<file path="config.mk">
export PLATFORM = sky130hd
export DESIGN_NAME = uart_rx_fifo_cfg
export DESIGN_NICKNAME = d
export VERILOG_FILES = /design/src/rtl/uart_pkg.sv /design/src/rtl/uart_rx_fifo.sv /design/src/rtl/uart_rx_fifo_cfg.sv
export SDC_FILE = /design/constraint.sdc
export NUM_CORES = 1
export LEC_CHECK = 0
export CAP_MARGIN = 10
export CORE_ASPECT_RATIO = 1.1
export CORE_MARGIN = 2
export CORE_UTILIZATION = 30
export DETAILED_ROUTE_END_ITERATION = 16
export GPL_ROUTABILITY_DRIVEN = 0
export GPL_TIMING_DRIVEN = 1
export PLACE_DENSITY_LB_ADDON = 0.15
export SYNTH_ARGS = -nofsm -noshare
export SYNTH_HDL_FRONTEND = slang
export SYNTH_SLANG_ARGS = --single-unit
</file>
<file path="constraint.sdc">
create_clock -name clk -period 2.45 [get_ports clk]
set_input_delay 0.49 -clock clk [delete_from_list [all_inputs] [get_ports clk]]
set_output_delay 0.49 -clock clk [all_outputs]
set_load 0.01 [all_outputs]
</file>
<file path="src/rtl/uart_pkg.sv">
// Shared definitions for the configurable UART receive path.
// Contents:
//   - parity mode encodings for par_mode (PAR_NONE, PAR_EVEN, PAR_ODD; 2'b11 behaves as none)
//   - receiver FSM state type
//   - helpers that give the bit positions of the error flags inside a FIFO entry
//     {brk, ferr, perr, data[dbit-1:0]}
package uart_pkg;

  localparam logic [1:0] PAR_NONE = 2'b00;
  localparam logic [1:0] PAR_EVEN = 2'b01;
  localparam logic [1:0] PAR_ODD  = 2'b10;

  typedef enum logic [2:0] {
    StIdle,
    StStart,
    StData,
    StParity,
    StStop
  } rx_state_e;

  // Entry layout: data occupies [dbit-1:0], flags sit directly above it.
  function automatic int unsigned ent_perr(input int unsigned dbit);
    return dbit;
  endfunction

  function automatic int unsigned ent_ferr(input int unsigned dbit);
    return dbit + 1;
  endfunction

  function automatic int unsigned ent_brk(input int unsigned dbit);
    return dbit + 2;
  endfunction

endpackage

</file>
<file path="src/rtl/uart_rx_fifo.sv">
// Synchronous first-word-fall-through FIFO for received UART words.
// Ports:
//   clk, rst_n : clock, asynchronous active-low reset (storage cleared to 0)
//   wr, w_data : write request and word
//   rd         : pop request for the head word
//   r_data     : head word, read combinationally from storage
//   full, empty, level : occupancy status, level exact from 0 to 2**FIFO_W
//   drop       : a write was refused because the FIFO was full and not popped
// A write while full succeeds when a pop happens in the same cycle; a pop
// while empty is ignored.
module uart_rx_fifo
  import uart_pkg::*;
#(
  parameter int unsigned WIDTH  = 11,
  parameter int unsigned FIFO_W = 2
) (
  input  logic              clk,
  input  logic              rst_n,
  input  logic              wr,
  input  logic [WIDTH-1:0]  w_data,
  input  logic              rd,
  output logic [WIDTH-1:0]  r_data,
  output logic              full,
  output logic              empty,
  output logic [FIFO_W:0]   level,
  output logic              drop
);

  localparam int unsigned Depth = 2 ** FIFO_W;
  localparam int unsigned DepthBits = Depth;
  localparam logic [FIFO_W:0] LvlFull = DepthBits[FIFO_W:0];

  logic [WIDTH-1:0]  mem_q [Depth];
  logic [FIFO_W-1:0] wr_ptr_q, wr_ptr_d;
  logic [FIFO_W-1:0] rd_ptr_q, rd_ptr_d;
  logic [FIFO_W:0]   level_q, level_d;
  logic              do_wr, do_rd;

  assign full   = (level_q == LvlFull);
  assign empty  = (level_q == '0);
  assign level  = level_q;
  assign r_data = mem_q[rd_ptr_q];

  assign do_rd = rd & ~empty;
  // The simultaneous pop frees the slot the write needs.
  assign do_wr = wr & (~full | do_rd);
  assign drop  = wr & ~do_wr;

  always_comb begin
    wr_ptr_d = wr_ptr_q;
    rd_ptr_d = rd_ptr_q;
    level_d  = level_q;
    if (do_wr) wr_ptr_d = wr_ptr_q + 1'b1;
    if (do_rd) rd_ptr_d = rd_ptr_q + 1'b1;
    if (do_wr && !do_rd) level_d = level_q + 1'b1;
    else if (!do_wr && do_rd) level_d = level_q - 1'b1;
  end

  always_ff @(posedge clk or negedge rst_n) begin
    if (!rst_n) begin
      wr_ptr_q <= '0;
      rd_ptr_q <= '0;
      level_q  <= '0;
      for (int i = 0; i < Depth; i++) mem_q[i] <= '0;
    end else begin
      wr_ptr_q <= wr_ptr_d;
      rd_ptr_q <= rd_ptr_d;
      level_q  <= level_d;
      if (do_wr) mem_q[wr_ptr_q] <= w_data;
    end
  end

endmodule

</file>
<file path="src/rtl/uart_rx_fifo_cfg.sv">
// Configurable UART receiver with error-flagged FWFT receive FIFO.
// Ports:
//   clk, rst_n    : clock, asynchronous active-low reset
//   rx            : asynchronous serial input, idle high
//   par_mode      : 00 none, 01 even, 10 odd, 11 none; latched at frame start
//   rd_uart       : pop head word; clr_ovr : clear sticky overrun
//   rd_data, rd_perr, rd_ferr, rd_brk : head word and its error flags
//   rx_empty, rx_full, fifo_level     : FIFO status
//   overrun       : sticky, a received word was dropped
//   rx_busy       : receiver FSM not idle
// Build option: define UART_RX_MAJORITY_EN to take every start/data/parity/stop
// decision as a 2-of-3 vote over the decision tick and the two ticks before it.
module uart_rx_fifo_cfg
  import uart_pkg::*;
#(
  parameter int unsigned DBIT       = 8,
  parameter int unsigned OS         = 16,
  parameter int unsigned SB_TICK    = 16,
  parameter int unsigned DVSR       = 326,
  parameter int unsigned DVSR_WIDTH = 9,
  parameter int unsigned FIFO_W     = 2
) (
  input  logic              clk,
  input  logic              rst_n,
  input  logic              rx,
  input  logic [1:0]        par_mode,
  input  logic              rd_uart,
  input  logic              clr_ovr,
  output logic [DBIT-1:0]   rd_data,
  output logic              rd_perr,
  output logic              rd_ferr,
  output logic              rd_brk,
  output logic              rx_empty,
  output logic              rx_full,
  output logic [FIFO_W:0]   fifo_level,
  output logic              overrun,
  output logic              rx_busy
);

  localparam int unsigned EW      = DBIT + 3;
  localparam int unsigned EntPerr = ent_perr(DBIT);
  localparam int unsigned EntFerr = ent_ferr(DBIT);
  localparam int unsigned EntBrk  = ent_brk(DBIT);
  localparam int unsigned SMax    = (SB_TICK > OS) ? SB_TICK : OS;
  localparam int unsigned SW      = $clog2(SMax);
  localparam int unsigned NW      = $clog2(DBIT);

  localparam logic [DVSR_WIDTH-1:0] BaudLast = DVSR_WIDTH'(DVSR - 1);
  localparam logic [SW-1:0] SStartMid = SW'(OS / 2 - 1);
  localparam logic [SW-1:0] SBitEnd   = SW'(OS - 1);
  localparam logic [SW-1:0] SStopEnd  = SW'(SB_TICK - 1);
  localparam logic [NW-1:0] NLast     = NW'(DBIT - 1);

  // Input synchroniser, resets to the idle level.
  logic rx_meta_q, rx_s;
  always_ff @(posedge clk or negedge rst_n) begin
    if (!rst_n) begin
      rx_meta_q <= 1'b1;
      rx_s      <= 1'b1;
    end else begin
      rx_meta_q <= rx;
      rx_s      <= rx_meta_q;
    end
  end

  // Free-running oversampling tick generator.
  logic [DVSR_WIDTH-1:0] baud_q;
  logic                  s_tick;
  assign s_tick = (baud_q == BaudLast);
  always_ff @(posedge clk or negedge rst_n) begin
    if (!rst_n) baud_q <= '0;
    else        baud_q <= s_tick ? '0 : baud_q + 1'b1;
  end

  // Value used for each bit decision.
  logic sample;
`ifdef UART_RX_MAJORITY_EN
  logic [1:0] hist_q;
  always_ff @(posedge clk or negedge rst_n) begin
    if (!rst_n)      hist_q <= 2'b11;
    else if (s_tick) hist_q <= {hist_q[0], rx_s};
  end
  assign sample = (hist_q[1] & hist_q[0]) | (hist_q[1] & rx_s) | (hist_q[0] & rx_s);
`else
  assign sample = rx_s;
`endif

  rx_state_e       state_q, state_d;
  logic [SW-1:0]   s_q, s_d;
  logic [NW-1:0]   n_q, n_d;
  logic [DBIT-1:0] data_q, data_d;
  logic [1:0]      par_q, par_d;
  logic            pbit_q, pbit_d;
  logic            perr_q, perr_d;
  logic            ferr_q, ferr_d;
  logic            par_on;
  logic            rx_done;
  logic [EW-1:0]   entry;

  assign par_on = (par_q == PAR_EVEN) || (par_q == PAR_ODD);

  always_comb begin
    state_d = state_q;
    s_d     = s_q;
    n_d     = n_q;
    data_d  = data_q;
    par_d   = par_q;
    pbit_d  = pbit_q;
    perr_d  = perr_q;
    ferr_d  = ferr_q;
    rx_done = 1'b0;
    unique case (state_q)
      StIdle: begin
        if (!rx_s) begin
          state_d = StStart;
          s_d     = '0;
          par_d   = par_mode;
          pbit_d  = 1'b0;
          perr_d  = 1'b0;
          ferr_d  = 1'b0;
        end
      end
      StStart: begin
        if (s_tick) begin
          if (s_q == SStartMid) begin
            if (!sample) begin
              state_d = StData;
              s_d     = '0;
              n_d     = '0;
            end else begin
              state_d = StIdle;
            end
          end else begin
            s_d = s_q + 1'b1;
          end
        end
      end
      StData: begin
        if (s_tick) begin
          if (s_q == SBitEnd) begin
            s_d    = '0;
            data_d = {sample, data_q[DBIT-1:1]};
            if (n_q == NLast) state_d = par_on ? StParity : StStop;
            else              n_d     = n_q + 1'b1;
          end else begin
            s_d = s_q + 1'b1;
          end
        end
      end
      StParity: begin
        if (s_tick) begin
          if (s_q == SBitEnd) begin
            s_d     = '0;
            pbit_d  = sample;
            perr_d  = (par_q == PAR_ODD) ? ~(^data_q ^ sample) : (^data_q ^ sample);
            state_d = StStop;
          end else begin
            s_d = s_q + 1'b1;
          end
        end
      end
      StStop: begin
        if (s_tick) begin
          if (s_q == SBitEnd) ferr_d = ~sample;
          // With one stop bit the sample and the end coincide, so use ferr_d.
          if (s_q == SStopEnd) begin
            rx_done = 1'b1;
            state_d = StIdle;
          end else begin
            s_d = s_q + 1'b1;
          end
        end
      end
      default: state_d = StIdle;
    endcase
  end

  always_comb begin
    entry               = '0;
    entry[DBIT-1:0]     = data_q;
    entry[EntPerr]      = par_on & perr_q;
    entry[EntFerr]      = ferr_d;
    entry[EntBrk]       = ferr_d & (data_q == '0) & (~par_on | ~pbit_q);
  end

  always_ff @(posedge clk or negedge rst_n) begin
    if (!rst_n) begin
      state_q <= StIdle;
      s_q     <= '0;
      n_q     <= '0;
      data_q  <= '0;
      par_q   <= PAR_NONE;
      pbit_q  <= 1'b0;
      perr_q  <= 1'b0;
      ferr_q  <= 1'b0;
    end else begin
      state_q <= state_d;
      s_q     <= s_d;
      n_q     <= n_d;
      data_q  <= data_d;
      par_q   <= par_d;
      pbit_q  <= pbit_d;
      perr_q  <= perr_d;
      ferr_q  <= ferr_d;
    end
  end

  logic [EW-1:0] head;
  logic          drop;

  uart_rx_fifo #(
    .WIDTH  (EW),
    .FIFO_W (FIFO_W)
  ) u_fifo (
    .clk    (clk),
    .rst_n  (rst_n),
    .wr     (rx_done),
    .w_data (entry),
    .rd     (rd_uart),
    .r_data (head),
    .full   (rx_full),
    .empty  (rx_empty),
    .level  (fifo_level),
    .drop   (drop)
  );

  assign rd_data = head[DBIT-1:0];
  assign rd_perr = head[EntPerr];
  assign rd_ferr = head[EntFerr];
  assign rd_brk  = head[EntBrk];
  assign rx_busy = (state_q != StIdle);

  // A new drop wins over a clear in the same cycle.
  logic overrun_q;
  always_ff @(posedge clk or negedge rst_n) begin
    if (!rst_n)       overrun_q <= 1'b0;
    else if (drop)    overrun_q <= 1'b1;
    else if (clr_ovr) overrun_q <= 1'b0;
  end
  assign overrun = overrun_q;

endmodule
</file>
==> results.md, run 1 <==
* Total grt overflow at 0
* R2r startpoint: state_q[1]$_DFFE_PN0P_
* Syn-to-layout area delta at 25.3%
* YS warnings at 0
* Slowest cell on crit path: or3b_1
* Fmax at 422 MHz
* Worst R2R Path Depth at 9
* Worst hold path class: input pin to async pin
* Clk buf depth at 2
* Crit path launch: state_q[1]$_DFFE_PN0P_
* Root buf cell: clkbuf_16
* Worst Path Required at 2.71 ns
* Final design utilization at 0.382
* ANT cells at 0
* R2R Path End: u_fifo.level[2]$_DFFE_PN0P_
* Clock Skew at 0.00555 ns
* Max Cap Viol at 0
* Global-route wire length before repair at 16100 µm
* Maximum VDD drop at 0.000274 V
* Io pins at 25
* P_leak at 0.00257 µW
* Placed cell area at 5090 µm²
* Synth Net Count at 372
* Layout cells sized above 1 at 0.312
* Setup CP Type: register to register
* DRC Markers at 0
* Fin nets at 435
* Initial antenna violation count at 0
* Post-route minimum period at 2.37 ns
* Pin count of the biggest net entering global routing at 37
* Post-synth top cells: 84 x dfrtp_1, 43 x mux2_2, 22 x inv_1
* Mapped cell area at 4350 µm²
* Drt initial violations at 142
* Final hold vios at 0
* Clock tree sinks at 86
* Distinct cells, synth at 59
* Cell Pwr Density at 645 nW/µm²
* DRT Wirelength at 9430 µm
* Tcrit/Tclk final at 0.966
* Post-synth top area cell: dfrtp_1
* Critical Path AT at 2.63 ns
* Crit-path max cell delay at 0.46 ns
* Inst Count DP at 590
* HPWL after detailed placement at 6580 µm
* Chip height at 130 µm
* Clock transition at the registers of the reported paths at 0.06 ns
* Global route hottest layer: met2
* Most common cell in the synthesized netlist: dfrtp_1
* Avg Inst Size Synth at 12.5 µm²
* Core area at 14300 µm²
* # rows at 46
* TritonRoute pass-1 iters at 4
* Post-synth ARST share at 1.00
* Die X at 119 µm
* H-Tree Depth at 3
* Routed len/inst at 15.5 µm
* Number of synthesized flops with an enable pin at 0
* Overall power at 3510 µW
* Top cells by area, synth: dfrtp_1 48%, mux2_2 11%, mux4_2 5.7%
* Die area at 15500 µm²
* Actual slew at the worst max-slew pin at 0.705 ns
* Routed Antenna Nets at 0
* Critical path buffers and inverters at 1
* #FFs+latches synth at 86
* RSZ-0062 raised after global routing: yes
* Top delay family on crit path: simple AND/OR/NAND/NOR gates
* Gr usage total at 0.134
* Crit start category: register
* CP most frequent cell: xor2_1
* Sequential fraction of the synthesis area at 0.496
* Clk_lat worst skew at 0.34 ns
* Synth top area share at 0.484
* Crit end category: register
* Max Slew Vio Count at 0
* Critical Path End: u_fifo.level[2]$_DFFE_PN0P_
* Setup Viol. Count Final at 0
* Max Fanout on Critical Path at 2
* Worst-path cell chain: or3b_1 -> nor4_4 -> and2_4 -> ha_4 -> inv_2 -> fa_2 -> xor2_1 -> nor2_1 -> xor2_1
* DR vias at 2958
* Slew HR at 0.530
* Internal reg-to-reg setup slack at 0.08 ns
* M3 GR Usage at 0.0245
* Met2 Use GR at 0.222
* IO Port Bufs at 24
* Main synth FF type: dfrtp_1
* Met1 usage at 0.169
* Vias in the first global route at 3113
* Crit path depth at 9
* Initial Util at 0.304
* Finished Layout Cells at 609
* Run status: complete, no violations
* Syn Inst Count at 349
* CTS tree: done
* Fin area at 5450 µm²
* # fillers at 1488
* CTS Buf Count at 9
* Via/cell ratio at 4.86
-- what timing repair did --
action / CTS / global route
buffers inserted: 0 / 3
hold buffers: 0 / 0
pin swaps: 1 / 0
setup endpoints to repair: 2 / 9
resized for setup: 0 / 9
-- metrics by stage --
step	setup slack (ns)	hold slack, ns	TNS [ns]
after floorplan	-0.228	0.194	-0.435
after global placement	-0.283	0.347	-1.94
after detailed placement	-0.317	0.348	-3.04
after CTS	0.00674	0.114	0
after global routing	-0.0759	0.128	-0.0759
final	0.0829	0.0975	0
-- sequential cells by signal, indices dropped and copies added, names as in the netlist --
| name | count |
|---|---|
| par_q | 2 |
| rx_s | 1 |
| data_q | 8 |
| perr_q | 1 |
| state_q | 3 |
| s_q | 4 |
| overrun | 1 |
| pbit_q | 1 |
| baud_q | 9 |
| ferr_q | 1 |
| u_fifo.rd_ptr_q | 2 |
| u_fifo.level | 3 |
| u_fifo.wr_ptr_q | 2 |
| n_q | 3 |
| u_fifo.mem_q | 44 |
| rx_meta_q | 1 |
-- layout by cell type (no fill, tap or decap), types with 4 or more instances in the layout --
master	instances
nand3b_1	4
xor2_1	6
a31oi_1	4
mux2_2	43
nand2_1	11
ha_1	13
buf_4	40
o211ai_1	4
inv_1	20
nor2_1	12
clkbuf_16	9
o22ai_1	5
xnor2_1	12
dfrtp_1	84
o21ai_0	15
mux2i_1	10
and3_1	4
mux4_2	11
clkdlybuf4s50_1	18
nor3_1	6
nand2b_1	5
nand3_1	11
dlymetal6s2s_1	5
-- worst reg2reg max path: cells and delay by family, from the launching register on --
kind / cells / cell delay [ns]
XOR/XNOR: 2 / 0.31
adder cells (fa/ha/maj): 2 / 0.47
buffers and inverters: 1 / 0.04
flip-flops: 1 / 0.38
AND/OR/NAND/NOR: 4 / 1.10
-- report_power, final --
part | switching (µW) | internal, µW | leakage (µW)
combinational | 292 | 329 | 0.00126
clock | 556 | 841 | 0.000152
sequential | 25.8 | 1470 | 0.00115
-- metal layers --
| layer | up-vias | part of all wire |
|---|---|---|
| met1 | 1501 | 0.46 |
| li1 | 1400 | - |
| met3 | 16 | 0.026 |
| met4 | 0 | 0.024 |
| met2 | 41 | 0.49 |
| met5 | - | 0 |
-- final cells by class --
cell class,count,area [µm²],share of cell area
tap,192,240,0.0441
clock buffer,12,256,0.0471
timing repair buffer,65,583,0.107
sequential,86,2150,0.396
inverter,22,82.6,0.0152
clock inverter,4,45.0,0.00827
multi-input combinational,228,2080,0.383
-- cells by family (layout without fill, tap and decap cells) --
group | Yosys count | in the layout | share of synthesized area
buffers and inverters | 35 | 103 | 0.0322
muxes | 65 | 65 | 0.195
DFF | 86 | 86 | 0.496
AOI/OAI and AO/OA | 47 | 47 | 0.0720
adders and majority gates | 16 | 16 | 0.0478
xor gates and xnor gates | 18 | 18 | 0.0363
and+or+nand+nor | 82 | 82 | 0.121
-- how the worst min path moves through the flow --
| stage | end | slack (ns) | start | cells past startpoint |
|---|---|---|---|---|
| 2_1_floorplan | baud_q[0]$_DFF_PN0_ | 0.19 | rst_n | 0 |
| 3_3_place_gp | rx_s$_DFF_PN1_ | 0.35 | rx_meta_q$_DFF_PN1_ | 0 |
| 3_5_place_dp | rx_s$_DFF_PN1_ | 0.35 | rx_meta_q$_DFF_PN1_ | 0 |
| 4_1_cts | u_fifo.mem_q[4]$_DFFE_PN0P_ | 0.11 | rst_n | 1 |
| 5_1_grt | u_fifo.mem_q[4]$_DFFE_PN0P_ | 0.13 | rst_n | 1 |
| 6_report | u_fifo.mem_q[4]$_DFFE_PN0P_ | 0.1 | rst_n | 1 |
No activity file was read; power rests on OpenSTA's default activity.
==> inputs of run 2 (changes only) <==
SKIP_LAST_GASP = 1   (was unset)
==> results.md, run 2 (same netlist as run 1, synthesis figures left out) <==
* Setup Viol. Count Final at 0
* HPWL after detailed placement at 6580 µm
* Core area at 14300 µm²
* Chip height at 130 µm
* Tcrit/Tclk final at 0.968
* Layout cells sized above 1 at 0.312
* CTS tree: done
* Actual slew at the worst max-slew pin at 0.704 ns
* Reg with most FFs: u_fifo.mem_q
* Clock power share at 0.397
* Routed Antenna Nets at 0
* Final hold vios at 0
* Slew HR at 0.530
* Run status: complete, no violations
* IO Port Bufs at 24
* TritonRoute pass-1 iters at 4
* H-Tree Depth at 3
* Total grt overflow at 0
* Sw power at 872 µW
* Maximum VDD drop at 0.000274 V
* Global-route wire length before repair at 16100 µm
* Regs by FF count: u_fifo.mem_q x44, baud_q x9, data_q x8
* Setup CP Type: register to register
* Clk_lat worst skew at 0.34 ns
* Syn-to-layout area delta at 25.1%
* DR vias at 2957
* ANT cells at 0
* Drt initial violations at 169
* Part of the power in combinational logic at 0.177
* Pin count of the biggest net entering global routing at 37
* Top delay family on crit path: simple AND/OR/NAND/NOR gates
* Max Fanout on Critical Path at 3
* Commonest non-fill, non-tap cell in the layout: dfrtp_1
* Worst-path cell chain: inv_2 -> ha_2 -> nand4b_1 -> nor4_4 -> and2_4 -> ha_4 -> inv_2 -> fa_2 -> xor2_1 -> nor2_1 -> xor2_1
* Clock Skew at 0.00556 ns
* Crit-path max cell delay at 0.40 ns
* Max Slew Vio Count at 0
* CTS Buf Count at 9
* Clock transition at the registers of the reported paths at 0.06 ns
* Clock tree sinks at 86
* Die area at 15500 µm²
* Via/cell ratio at 4.86
* Initial Util at 0.304
* Critical Path AT at 2.63 ns
* Root buf cell: clkbuf_16
* Fin nets at 435
* Worst Path Required at 2.71 ns
* Slowest cell on crit path: dfrtp_1
* # rows at 46
* Worst hold path class: input pin to async pin
* Crit start category: register
* Crit end category: register
* Vias in the first global route at 3113
* Gr usage total at 0.134
* Max FFs per register at 44
* P_leak at 0.00256 µW
* Final design utilization at 0.381
* Fmax at 422 MHz
* Initial antenna violation count at 0
* Io pins at 25
* Internal at 2640 µW
* Routed len/inst at 15.4 µm
* DRC Markers at 0
* Max Cap Viol at 0
* Critical path buffers and inverters at 2
* Sw frac at 0.248
* Die X at 119 µm
* Post-route minimum period at 2.37 ns
* Clk buf depth at 2
* Min Hold Slack at 0.0967 ns
* Most frequent cells in the layout: 84 x dfrtp_1, 43 x mux2_2, 40 x buf_4
* Sequential power share at 0.426
* Cell Pwr Density at 646 nW/µm²
* RSZ-0062 raised after global routing: yes
* DRT Wirelength at 9410 µm
run 2: cell count changes in the layout (fill, tap and decap cells not counted):
cell  before  now
ha_4       2    1
ha_2       0    1
run 2: power groups by stage:
stage / combinational (µW) / sequential [µW] / clock (µW)
after floorplan: 268 / 1560 / 0
after global placement: 609 / 1520 / 0
after detailed placement: 613 / 1520 / 0
after CTS: 615 / 1490 / 1440
after global routing: 680 / 1500 / 1510
final: 621 / 1500 / 1390
run 2: per-layer routing:
metal	up-vias	share of wire	global-route usage
met2	37	0.49	0.222
met1	1507	0.46	0.169
li1	1399	-	-
met3	14	0.024	0.0245
met5	-	0	0
met4	0	0.023	0.0672
run 2: what timing repair did:
action	CTS	global route
endpoints found under the setup margin	2	9
resized for setup	0	8
hold buffers	0	0
pin swaps	1	0
buffers inserted	0	3
run 2: final timing paths:
path	start	to	slack, ns	depth (start not counted)
setup reg to reg	baud_q[1]$_DFF_PN0_	u_fifo.level[2]$_DFFE_PN0P_	0.08	11
hold / removal	rst_n	u_fifo.mem_q[4]$_DFFE_PN0P_	0.1	1
max in group asynchronous	rst_n	rx_meta_q$_DFF_PN1_	1.63	2
min in group clk	rx_meta_q$_DFF_PN1_	rx_s$_DFF_PN1_	0.36	0
setup / recovery	baud_q[1]$_DFF_PN0_	u_fifo.level[2]$_DFFE_PN0P_	0.08	11
hold reg to reg	rx_meta_q$_DFF_PN1_	rx_s$_DFF_PN1_	0.36	0
run 2: area by class of cell:
class	count	area (µm²)
fill	1489	8840
sequential	86	2150
multi-input combinational	228	2070
timing repair buffer	65	583
clock buffer	12	256
tap	192	240
inverter	22	82.6
clock inverter	4	45.0
run 2: stage by stage:
| step | area [µm²] | setup slack, ns | power (µW) | TNS, ns | cells |
|---|---|---|---|---|---|
| 5_1_grt | 5440 | -0.110 | 3700 | -0.110 | 609 |
| 6_report | 5440 | 0.0778 | 3510 | 0 | 609 |
| 2_1_floorplan | 4360 | -0.228 | 1830 | -0.435 | 349 |
| 4_1_cts | 5400 | 0.00674 | 3540 | 0 | 606 |
| 3_3_place_gp | 5090 | -0.283 | 2130 | -1.94 | 590 |
| 3_5_place_dp | 5090 | -0.317 | 2130 | -3.04 | 590 |
==> inputs of run 3 (changes only) <==
CORE_UTILIZATION = 54   (was 30)
SKIP_LAST_GASP = unset   (was 1)
SLEW_MARGIN = 20   (was unset)
==> results.md, run 3 (same netlist as run 1, synthesis figures left out) <==
* Layout cells sized above 1 at 0.302
* Pin count of the biggest net entering global routing at 48
* DRT Wirelength at 8560 µm
* Clk_lat worst skew at 0.36 ns
* Part of the power in combinational logic at 0.187
* Max Fanout on Critical Path at 3
* Post-CTS setup buffers at 0
* TritonRoute pass-1 iters at 4
* Routed Antenna Nets at 0
* Global-route wire length before repair at 14600 µm
* Die X at 89.5 µm
* Actual slew at the worst max-slew pin at 0.627 ns
* Syn-to-layout area delta at 19.5%
* Final hold vios at 0
* CTS tree: done
* # rows at 34
* Gr usage total at 0.217
* Clock Skew at 0.0144 ns
* Run status: complete, no violations
* Clock tree sinks at 86
* Fin nets at 428
* Most frequent cells in the layout: 84 x dfrtp_1, 43 x mux2_2, 33 x buf_4
* Vias in the first global route at 3000
* Max Slew Vio Count at 0
* Tcrit/Tclk final at 0.976
* Core area at 7870 µm²
* Regs by FF count: u_fifo.mem_q x44, baud_q x9, data_q x8
* Clk buf depth at 2
* Max Cap Viol at 0
* Crit start category: register
* Sw frac at 0.269
* Io pins at 25
* Place WS at -0.305 ns
* Sequential power share at 0.480
* Routed len/inst at 16.5 µm
* R2R Path End: u_fifo.level[2]$_DFFE_PN0P_
* Root buf cell: clkbuf_8
* Crit end category: register
* Worst R2R Path Depth at 11
* Setup Viol. Count Final at 0
* Commonest non-fill, non-tap cell in the layout: dfrtp_1
* Internal reg-to-reg setup slack at 0.06 ns
* Reg with most FFs: u_fifo.mem_q
* IO Port Bufs at 24
* Cell Pwr Density at 600 nW/µm²
* H-Tree Depth at 3
* Max FFs per register at 44
* Final setup margin at 0.0581 ns
* DRC Markers at 0
* Setup CP Type: register to register
* HPWL after detailed placement at 6130 µm
* Finished Layout Cells at 518
* Initial antenna violation count at 0
* Clock transition at the registers of the reported paths at 0.09 ns
* Slew HR at 0.582
* Worst hold path class: input pin to async pin
* Final design utilization at 0.660
* P_leak at 0.00253 µW
* Fmax at 418 MHz
* Maximum VDD drop at 0.000277 V
* Chip height at 98.1 µm
* Worst Path Required at 2.74 ns
* Initial Util at 0.552
* Drt initial violations at 105
* Critical Path AT at 2.68 ns
* Sw power at 838 µW
* R2r startpoint: baud_q[1]$_DFF_PN0_
* Total grt overflow at 0
* ANT cells at 0
* Die area at 8780 µm²
* Post-route minimum period at 2.39 ns
* Inst Count DP at 502
* RSZ-0062 raised after global routing: yes
* CTS Buf Count at 9
* Overall power at 3110 µW
* Via/cell ratio at 5.61
* Internal at 2280 µW
* Clock power share at 0.333
* DR vias at 2904
run 3: cell count changes in the layout (fill, tap and decap cells not counted), moves of 2 or more:
| cell | change |
|---|---|
| clkinvlp_4 | +3 |
| dlygate4sd2_1 | +4 |
| clkbuf_8 | +8 |
| clkdlybuf4s50_1 | -6 |
| buf_4 | -7 |
| clkinv_2 | -3 |
| clkbuf_16 | -9 |
| dlymetal6s2s_1 | +2 |
run 3: per-layer routing:
layer	global-route usage	up-vias	part of all wire
li1	-	1382	-
met2	0.354	55	0.52
met4	0.0838	0	0.017
met1	0.290	1455	0.43
met5	0	-	0
met3	0.0330	12	0.031
run 3: through the flow:
stage	setup TNS, ns	instance area [µm²]	hold WS, ns
after floorplan	-0.435	4360	0.194
final	0	5190	0.0977
after CTS	0	5170	0.107
after detailed placement	-1.44	4960	0.349
after global routing	-0.0514	5190	0.126
after global placement	-1.15	4960	0.348
run 3: area by class of cell:
class / count / area [µm²]
clock buffer: 10 / 138
sequential: 86 / 2150
multi-input combinational: 228 / 2080
inverter: 22 / 82.6
tap: 108 / 135
fill: 607 / 2680
clock inverter: 6 / 70.1
timing repair buffer: 58 / 531
run 3: what timing repair did:
action | CTS | global route
pin swaps | 1 | 0
hold buffers | 0 | 0
setup endpoints to repair | 7 | 9
resized for setup | 5 | 9
gates cloned | 0 | 0
run 3: how the worst max path moves through the flow:
stage	from	to	slack (ns)	depth (start not counted)
after global routing	baud_q[1]$_DFF_PN0_	u_fifo.level[2]$_DFFE_PN0P_	-0.05	11
after detailed placement	rd_uart	u_fifo.level[1]$_DFFE_PN0P_	-0.31	7
after floorplan	baud_q[7]$_DFF_PN0_	u_fifo.level[2]$_DFFE_PN0P_	-0.23	9
after global placement	rd_uart	u_fifo.level[1]$_DFFE_PN0P_	-0.27	7
after CTS	u_fifo.rd_ptr_q[0]$_DFFE_PN0P_	rd_data[6]	0.005	3
final	baud_q[1]$_DFF_PN0_	u_fifo.level[2]$_DFFE_PN0P_	0.06	11
run 3: power by group through the flow:
stage	logic [µW]	registers, µW	clock network, µW
after CTS	590	1500	1060
after floorplan	268	1560	0
final	582	1500	1040
after global placement	577	1530	0
after detailed placement	588	1520	0
after global routing	628	1500	1130
run 3: worst max-delay path, cell delays in order, from the launching register on:
cell      delay (ns)
dfrtp_1         0.40
inv_1           0.06
ha_2            0.16
nand4b_1        0.17
nor4_4          0.37
and2_4          0.22
ha_4            0.13
inv_2           0.04
fa_2            0.34
xor2_1          0.15
nor2_1          0.12
xor2_1          0.16
